[config.mk]
export PLATFORM = sky130hd
export DESIGN_NAME = imm_gen_pipe
export DESIGN_NICKNAME = d
export VERILOG_FILES = /design/src/rtl/imm_pkg.sv /design/src/rtl/imm_pipe_stage.sv /design/src/rtl/imm_gen_pipe.sv
export SDC_FILE = /design/constraint.sdc
export NUM_CORES = 1
export LEC_CHECK = 0
export ABC_AREA = 1
export CORE_UTILIZATION = 41
export CTS_CLUSTER_SIZE = 12
export DETAILED_ROUTE_END_ITERATION = 12
export GPL_ROUTABILITY_DRIVEN = 0
export PLACE_DENSITY = 0.8
export SYNTH_ARGS = -nofsm -noshare
export SYNTH_HDL_FRONTEND = slang
export SYNTH_SLANG_ARGS = --single-unit
[constraint.sdc]
create_clock -name i_clk -period 2 [get_ports i_clk]
set_input_delay 0.3 -clock i_clk [delete_from_list [all_inputs] [get_ports i_clk]]
set_output_delay 0.3 -clock i_clk [all_outputs]
set_load 0.05 [all_outputs]
[src/rtl/imm_pkg.sv]
// Shared types and constants for the pipelined immediate generator.
// The entry struct is sized for the widest configuration; unused upper bits are tied to zero.
package imm_pkg;

    typedef enum logic [2:0] {
        SEL_I    = 3'b000,
        SEL_S    = 3'b001,
        SEL_B    = 3'b010,
        SEL_J    = 3'b011,
        SEL_U    = 3'b100,
        SEL_Z    = 3'b101,
        SEL_SH   = 3'b110,
        SEL_AUTO = 3'b111
    } immsel_e;

    localparam logic [6:0] OPC_LOAD   = 7'b0000011;
    localparam logic [6:0] OPC_OPIMM  = 7'b0010011;
    localparam logic [6:0] OPC_JALR   = 7'b1100111;
    localparam logic [6:0] OPC_SYSTEM = 7'b1110011;
    localparam logic [6:0] OPC_STORE  = 7'b0100011;
    localparam logic [6:0] OPC_BRANCH = 7'b1100011;
    localparam logic [6:0] OPC_JAL    = 7'b1101111;
    localparam logic [6:0] OPC_LUI    = 7'b0110111;
    localparam logic [6:0] OPC_AUIPC  = 7'b0010111;

    localparam int IMM_MAX_W = 64;
    localparam int TAG_MAX_W = 64;

    typedef struct packed {
        logic [IMM_MAX_W-1:0] imm;
        immsel_e              fmt;
        logic                 noimm;
        logic [TAG_MAX_W-1:0] tag;
    } imm_entry_t;

endpackage

[src/rtl/imm_pipe_stage.sv]
// One elastic valid/ready register stage carrying an imm_entry_t.
// Loads whenever empty or when its current entry is taken downstream in the same cycle.
module imm_pipe_stage
    import imm_pkg::*;
(
    input  logic       clk,
    input  logic       rst_n,
    input  logic       up_valid,
    output logic       up_ready,
    input  imm_entry_t up_data,
    output logic       dn_valid,
    input  logic       dn_ready,
    output imm_entry_t dn_data
);

    logic       valid_q, valid_d;
    imm_entry_t data_q, data_d;
    logic       load;

    // A bubble never blocks: an empty stage loads regardless of dn_ready.
    always_comb begin
        load    = ~valid_q | dn_ready;
        valid_d = load ? up_valid : valid_q;
        data_d  = load ? up_data  : data_q;
    end

    always_ff @(posedge clk) begin
        if (!rst_n) begin
            valid_q <= 1'b0;
            data_q  <= '0;
        end else begin
            valid_q <= valid_d;
            data_q  <= data_d;
        end
    end

    assign up_ready = load;
    assign dn_valid = valid_q;
    assign dn_data  = data_q;

endmodule

[src/rtl/imm_gen_pipe.sv]
// Immediate generator with AUTO format resolution feeding a PIPE_DEPTH-stage elastic pipeline.
// Decode is purely combinational ahead of stage 0; TAG_W must not exceed 64.
module imm_gen_pipe
    import imm_pkg::*;
#(
    parameter int XLEN       = 32,
    parameter int PIPE_DEPTH = 1,
    parameter int TAG_W      = 32
) (
    input  logic             i_clk,
    input  logic             i_rst_n,
    input  logic             i_valid,
    output logic             o_ready,
    input  logic [31:0]      i_inst,
    input  logic [2:0]       i_immsel,
    input  logic [TAG_W-1:0] i_tag,
    output logic             o_valid,
    input  logic             i_ready,
    output logic [XLEN-1:0]  o_imm,
    output logic [2:0]       o_fmt,
    output logic             o_noimm,
    output logic [TAG_W-1:0] o_tag
);

    logic [6:0]  opc;
    logic [2:0]  funct3;
    immsel_e     fmt_res;
    logic        noimm;
    logic [63:0] imm64;
    imm_entry_t  in_e;

    assign opc    = i_inst[6:0];
    assign funct3 = i_inst[14:12];

    always_comb begin
        fmt_res = immsel_e'(i_immsel);
        noimm   = 1'b0;
        if (immsel_e'(i_immsel) == SEL_AUTO) begin
            unique case (opc)
                OPC_LOAD, OPC_JALR: fmt_res = SEL_I;
                OPC_OPIMM: begin
                    if (funct3 == 3'b001 || funct3 == 3'b101) fmt_res = SEL_SH;
                    else                                      fmt_res = SEL_I;
                end
                OPC_SYSTEM: begin
                    if (funct3[2]) fmt_res = SEL_Z;
                    else           fmt_res = SEL_I;
                end
                OPC_STORE:         fmt_res = SEL_S;
                OPC_BRANCH:        fmt_res = SEL_B;
                OPC_JAL:           fmt_res = SEL_J;
                OPC_LUI, OPC_AUIPC: fmt_res = SEL_U;
                default: begin
                    fmt_res = SEL_I;
                    noimm   = 1'b1;
                end
            endcase
        end
    end

    // Values are built 64 bits wide and truncated afterwards, so a single
    // sign-extension path serves both XLEN settings.
    always_comb begin
        imm64 = '0;
        unique case (fmt_res)
            SEL_I:  imm64 = {{52{i_inst[31]}}, i_inst[31:20]};
            SEL_S:  imm64 = {{52{i_inst[31]}}, i_inst[31:25], i_inst[11:7]};
            SEL_B:  imm64 = {{51{i_inst[31]}}, i_inst[31], i_inst[7], i_inst[30:25],
                             i_inst[11:8], 1'b0};
            SEL_J:  imm64 = {{43{i_inst[31]}}, i_inst[31], i_inst[19:12], i_inst[20],
                             i_inst[30:21], 1'b0};
            SEL_U:  imm64 = {{32{i_inst[31]}}, i_inst[31:12], 12'b0};
            SEL_Z:  imm64 = {59'b0, i_inst[19:15]};
            SEL_SH: begin
                if (XLEN == 64) imm64 = {58'b0, i_inst[25:20]};
                else            imm64 = {59'b0, i_inst[24:20]};
            end
            default: imm64 = '0;
        endcase
        if (noimm) imm64 = '0;
    end

    always_comb begin
        in_e       = '0;
        in_e.imm   = (XLEN == 64) ? imm64 : {32'b0, imm64[31:0]};
        in_e.fmt   = fmt_res;
        in_e.noimm = noimm;
        in_e.tag   = TAG_MAX_W'(i_tag);
    end

    logic [PIPE_DEPTH:0] vld_pipe;
    logic [PIPE_DEPTH:0] rdy_pipe;
    imm_entry_t          dat_pipe [PIPE_DEPTH+1];

    assign vld_pipe[0]          = i_valid;
    assign dat_pipe[0]          = in_e;
    assign rdy_pipe[PIPE_DEPTH] = i_ready;

    for (genvar k = 0; k < PIPE_DEPTH; k++) begin : g_stage
        imm_pipe_stage u_stage (
            .clk      (i_clk),
            .rst_n    (i_rst_n),
            .up_valid (vld_pipe[k]),
            .up_ready (rdy_pipe[k]),
            .up_data  (dat_pipe[k]),
            .dn_valid (vld_pipe[k+1]),
            .dn_ready (rdy_pipe[k+1]),
            .dn_data  (dat_pipe[k+1])
        );
    end

    imm_entry_t out_e;
    logic       unused_bits;

    assign out_e       = dat_pipe[PIPE_DEPTH];
    assign o_ready     = rdy_pipe[0];
    assign o_valid     = vld_pipe[PIPE_DEPTH];
    assign o_imm       = out_e.imm[XLEN-1:0];
    assign o_fmt       = out_e.fmt;
    assign o_noimm     = out_e.noimm;
    assign o_tag       = out_e.tag[TAG_W-1:0];
    assign unused_bits = ^{out_e.imm, out_e.tag};

endmodule

; ---- After elaboration in Yosys (flattened, before gate mapping)
; Cells that the tools add are included.
[classes]
n_reduce_logical = 4
bitwise = 2
eq_ne = 18
n_mux = 8
[op_table]
columns = cell, n
row1 = one-hot mux 32 bit (7 select lines), 1
row2 = two-way mux 32 bit, 1
row3 = "== test 7 bit, second input constant", 4
row4 = one-hot mux 3 bit (6 select lines), 1
row5 = "== test 3 bit, second input constant", 5
row6 = "== test 7 x 5 -> 1 bit, second input constant", 2
row7 = "== test 7 x 6 -> 1 bit, second input constant", 2
row8 = two-way mux 3 bit, 3
row9 = OR reduction 9 bit, 1
row10 = "== test 7 x 2 -> 1 bit, second input constant", 1
row11 = "== test 3 x 1 -> 1 bit, second input constant", 2
row12 = "== test 3 x 2 -> 1 bit, second input constant", 2
row13 = zero test 3 bit, 1
row14 = two-way mux 1 bit, 2
row15 = OR reduction 2 bit, 1
row16 = logical OR 1 bit, 1
row17 = NOT 1 bit, 1
row18 = bitwise OR 1 bit, 1
[word_totals]
regBits = 69

; ---- Longest topological paths before layout
[logic_depth]
ltp_word = 8
mapped_depth = 15
depth_no_buf = 15

; ---- Modules after synthesis
; Synthesis repeated with hierarchy kept, for this count alone.
[hier_totals]
cells_unflattened = 1041
hier_area_um2 = 6585.1
[modules_own_cells]
columns = module, area_each_um2, n_inst, cells_per_inst, seq_area_each_um2
row1 = imm_pipe_stage, 5664.2, 1, 858, 2662.6
row2 = imm_gen_pipe, 920.9, 1, 183, 0.0

; ---- Least setup slack after synthesis
; No wires, ideal clock.
[synth_path]
kind = register to register
startpoint = register g_stage[0].u_stage.valid_q
endpoint = register g_stage[0].u_stage.data_q, in the netlist g_stage[0].u_stage.dn_data[94]
path_buffers = 2
stages_incl_launch_ff = 7
slack_ps = 309
period_less_slack_ps = 1691
arrival_time_ps = 1621
cell_sequence = dfxtp_1 > inv_1 > nor2_1 > clkbuf_1 > clkbuf_1 > nand2_1 > a21oi_2
[synth_via]
elab_chain_len = 2
[synth_lines]
columns = item, line
row1 = from (decl), imm_pipe_stage.sv:16  ; logic valid_q, valid_d;
row2 = from (signal assigned), imm_pipe_stage.sv:32  ; valid_q <= valid_d;
row3 = NOT 1 bit, imm_pipe_stage.sv:22  ; load = ~valid_q | dn_ready;
row4 = bitwise OR 1 bit, imm_pipe_stage.sv:22
row5 = to (signal assigned), imm_pipe_stage.sv:33  ; data_q <= data_d;
row6 = to (decl), imm_pipe_stage.sv:17  ; imm_entry_t data_q, data_d;
; No other way between the ends.
; A chain may end at the register's enable or synchronous reset.

; ---- Worst setup path after layout
[layout_path]
startpoint = input i_inst[2]
endpoint = register g_stage[0].u_stage.data_q, in the netlist g_stage[0].u_stage.dn_data[94]
[layout_via]
elab_chain_len = 7
elab_cells_between_ends = 24
cone_classes = eq/ne (15) / mux (6) / reduce/logical (3)
[layout_lines]
columns = item, line
row1 = from (decl), imm_gen_pipe.sv:14  ; input logic [31:0] i_inst,
row2 = == test 7 x 6 -> 1 bit or == test 7 x 5 -> 1 bit (tied branches), imm_gen_pipe.sv:39  ; unique case (opc)
row3 = OR reduction 2 bit, --
row4 = one-hot mux 3 bit (6 select lines), imm_gen_pipe.sv:39
row5 = two-way mux 3 bit, imm_gen_pipe.sv:38  ; if (immsel_e'(i_immsel) == SEL_AUTO) begin
row6 = "== test 3 bit, or another cell as far along", imm_gen_pipe.sv:65  ; unique case (fmt_res)
row7 = one-hot mux 32 bit (7 select lines), imm_gen_pipe.sv:65
row8 = two-way mux 32 bit (*), imm_gen_pipe.sv:80  ; if (noimm) imm64 = '0;
; Mark *: on every way between the ends. The rest lies on a longest branch, timed or not.

==> metrics.md <==
| Metric | Value |
|---|---|
| Fraction of the cycle the final worst path needs | 0.937 |
| Static Leak | 2.14 nW |
| Dpl cell area | 4700 um2 |
| Starting density of the core | 0.422 |
| NumNets Final | 649 |
| Least-Margin Pin Slew | 0.599 ns |
| Die Height | 88.2 um |
| TritonCTS buffer count | 9 |
| Layout cell share with drive strength beyond 1 | 0.142 |
| Reg2Reg Depth | 5 |
| Avg Synthesized Cell Area | 7.22 um2 |
| Combinational share of power | 0.281 |
| Data required, critical path | 2.27 ns |
| Internal power | 0.00261 W |
| Vias in the first global route | 2979 |
| Synth Area in Simple Gates | 0.333 |
| Fin. max-slew vios | 0 |
| Max Cap Violations | 0 |
| Post-route ant nets | 0 |
| Post-synth net total | 493 |
| Clock share of power | 0.326 |
| Hpwl dp | 6.68 mm |
| Worst-path fanout max | 11 |
| Hold path cells | 2 |
| Max Freq | 0.533 GHz |
| Layout area overhead | 63.2% |
| Register area share after synthesis | 0.453 |
| WL per Instance | 13.7 um |
| Sw power | 0.00127 W |
| # diodes | 0 |
| Number of synthesized flops with an enable pin | 0 |
| Final min period | 1.87 ns |
| Total congestion overflow | 0 |
| Hold_sp | g_stage[0].u_stage.dn_data[99] |
| Final Core Density | 0.689 |
| Worst hold-check path type | register to register |
| CTS H-tree depth | 3 |
| Final Hold Fails | 0 |
| CTS hold repair buffers | 0 |
| First-pass GRT wire length | 14.0 mm |
| Initial antenna violation count | 0 |
| All-Layer GR Usage | 0.235 |
| Power Density | 780 nW/um2 |
| Synth Area in Compound Gates | 0.157 |
| Status | finished clean |
| Worst Path Arrival | 2.15 ns |
| Crit Reg-Reg Startpoint | g_stage[0].u_stage.dn_valid |
| Die W | 88.2 um |
| DP Worst Slack | -0.249 ns |
| Largest net degree at the start of global routing | 66 |
| Worst-Skew Late Latency | 0.35 ns |
| Worst Hold End | g_stage[0].u_stage.dn_data[99] |
| Multiplexer share of the synthesized area | 0 |
| #FFs+latches synth | 69 |
| DRT Pass-1 Iters | 4 |
| Met3 usage | 0.0509 |
| Via count | 3326 |
| Largest family of logic cells by synthesized area | simple AND/OR/NAND/NOR gates |
| Most crowded layer after global routing | met2 |
| Post-Synth Adder-Cell Area | 0 |
| Number of buffers inserted by port buffering | 140 |
| Cell row count | 31 |
| CTS Sinks | 69 |
| Skew final | 0.0112 ns |
| Sequential Power Share | 0.393 |
| DR vias/cell | 4.88 |
| Area of the mapped netlist | 3050 um2 |
| Worst-path clk slew | 0.07 ns |
| Sw frac | 0.328 |
| Cell variety after synth | 26 |
| DRC viols | 0 |
| Met2 usage in global routing | 0.398 |
| Rel. slew slack | 0.601 |
| Post-Synth XOR/XNOR Area | 0 |
| Final-report setup violation count | 0 |
| Synth Flop Type | dfxtp_1 |
| FF-to-FF setup slack | 0.58 ns |
| Root Buffer | clkbuf_8 |
| Met1 Use GR | 0.288 |
| Die area | 7780 um2 |
| Power, Total | 0.00388 W |
| Worst r2r dst | g_stage[0].u_stage.dn_data[94] |
| Drt total wl | 9.37 mm |
| Yosys Warn Count | 0 |
| Crit Path Category | input pin to register |
| First DRT Iteration DRCs | 139 |
| Startpoint types | input pin |
| Ys async rst share | 0 |
| Critical path capture point type | register |
| Final WS setup | 0.125 ns |
| Area of the core | 7210 um2 |
| Final non-filler cell area | 4970 um2 |
| Syn Inst Count | 422 |
| I/O pin count | 141 |
| Setup Total Neg Slack | 0 ns |
| CTS tree | built |
| Peak supply drop | 393 uV |
| Clock buffer depth | 2 |
-- worst max-delay path, stage by stage --
cell and delay [ns]:
clkdlybuf4s50_1 0.43, inv_1 0.10, nand2_1 0.09, nor2_4 0.16
nand3_2 0.13, nand3_2 0.12, o21ai_4 0.06, buf_12 0.14
nor2_8 0.13, buf_4 0.17, nand2_1 0.06, nand2_1 0.05
nand2_1 0.06, a21oi_2 0.13
-- sequential cells by signal (all words and copies together), names as in the netlist --
name and cells:
g_stage.u_stage.dn_valid 1, g_stage.u_stage.dn_data 68
-- layout make-up --
| class | count | area (um2) |
|---|---|---|
| Clock buffer | 9 | 124 |
| Clock inverter | 7 | 97.6 |
| Fill cell | 606 | 2240 |
| Inverter | 18 | 67.6 |
| Multi-Input combinational cell | 312 | 1530 |
| Sequential cell | 69 | 1380 |
| Tap cell | 99 | 124 |
| Timing Repair Buffer | 168 | 1650 |
-- cell families (layout without fill, tap and decap cells) --
logic type / count (synthesis) / in the layout
buffers and inverters: 41 / 202
AND/OR/NAND/NOR: 231 / 231
flip-flops: 69 / 69
AO/OA/AOI/OAI: 81 / 81
-- through the flow --
step,hold slack (ns),instances
floorplan,0.421,422
global placement,0.456,663
finish,0.465,682
detailed placement,0.457,663
CTS,0.470,679
global route,0.487,682
-- power by group through the flow --
stage | combinational (W) | clock [W] | sequential (W)
3_3_place_gp | 0.00106 | 0 | 0.00155
4_1_cts | 0.00108 | 0.00129 | 0.00152
6_report | 0.00109 | 0.00127 | 0.00152
2_1_floorplan | 0.000278 | 0 | 0.00189
5_1_grt | 0.00116 | 0.00136 | 0.00153
3_5_place_dp | 0.00107 | 0 | 0.00155
-- Yosys cell counts (3+ instances only) --
master | n | area share
a22oi_1 | 6 | 0.015
a21oi_1 | 17 | 0.028
nand2_2 | 3 | 0.0062
nand2_1 | 107 | 0.13
clkbuf_1 | 18 | 0.022
nor2_2 | 3 | 0.0062
a21oi_2 | 12 | 0.034
o21ai_1 | 6 | 0.0099
nand3_2 | 4 | 0.013
nand3_1 | 16 | 0.026
inv_2 | 3 | 0.0037
inv_1 | 15 | 0.018
buf_2 | 3 | 0.0049
dfxtp_1 | 69 | 0.45
nand4_1 | 6 | 0.012
o21ai_0 | 38 | 0.062
nor2_1 | 84 | 0.10
-- routing by layer --
layer	wire length, um	vias up
met5	0	-
met4	158	0
met3	668	16
met2	4550	126
met1	4000	1511
li1	-	1673
-- timing repair --
action | 4_1_cts | 5_1_grt
resized for setup | 0 | 8
setup endpoints to repair | 0 | 27
setup buffers | 0 | 3
-- cells in the final DEF, fill, tap and decap left out, drive strengths merged, types with 6 or more instances in the layout --
cell             n
a22oi            6
buf             29
dfxtp           69
o21ai           45
clkbuf           9
a21oi           29
nand3           21
nand4            8
clkdlybuf4s50  138
nand2          111
inv             19
nor2            90
-- worst max path at each step --
stage,from,end,depth (start not counted)
6_report,i_inst[2],g_stage[0].u_stage.dn_data[94],14
5_1_grt,i_inst[2],g_stage[0].u_stage.dn_data[82],14
4_1_cts,i_inst[0],g_stage[0].u_stage.dn_data[69],13
3_5_place_dp,i_inst[0],g_stage[0].u_stage.dn_data[83],12
3_3_place_gp,i_inst[2],g_stage[0].u_stage.dn_data[83],12
2_1_floorplan,g_stage[0].u_stage.dn_valid,g_stage[0].u_stage.dn_data[94],6
(Power assumes the default switching activity.)
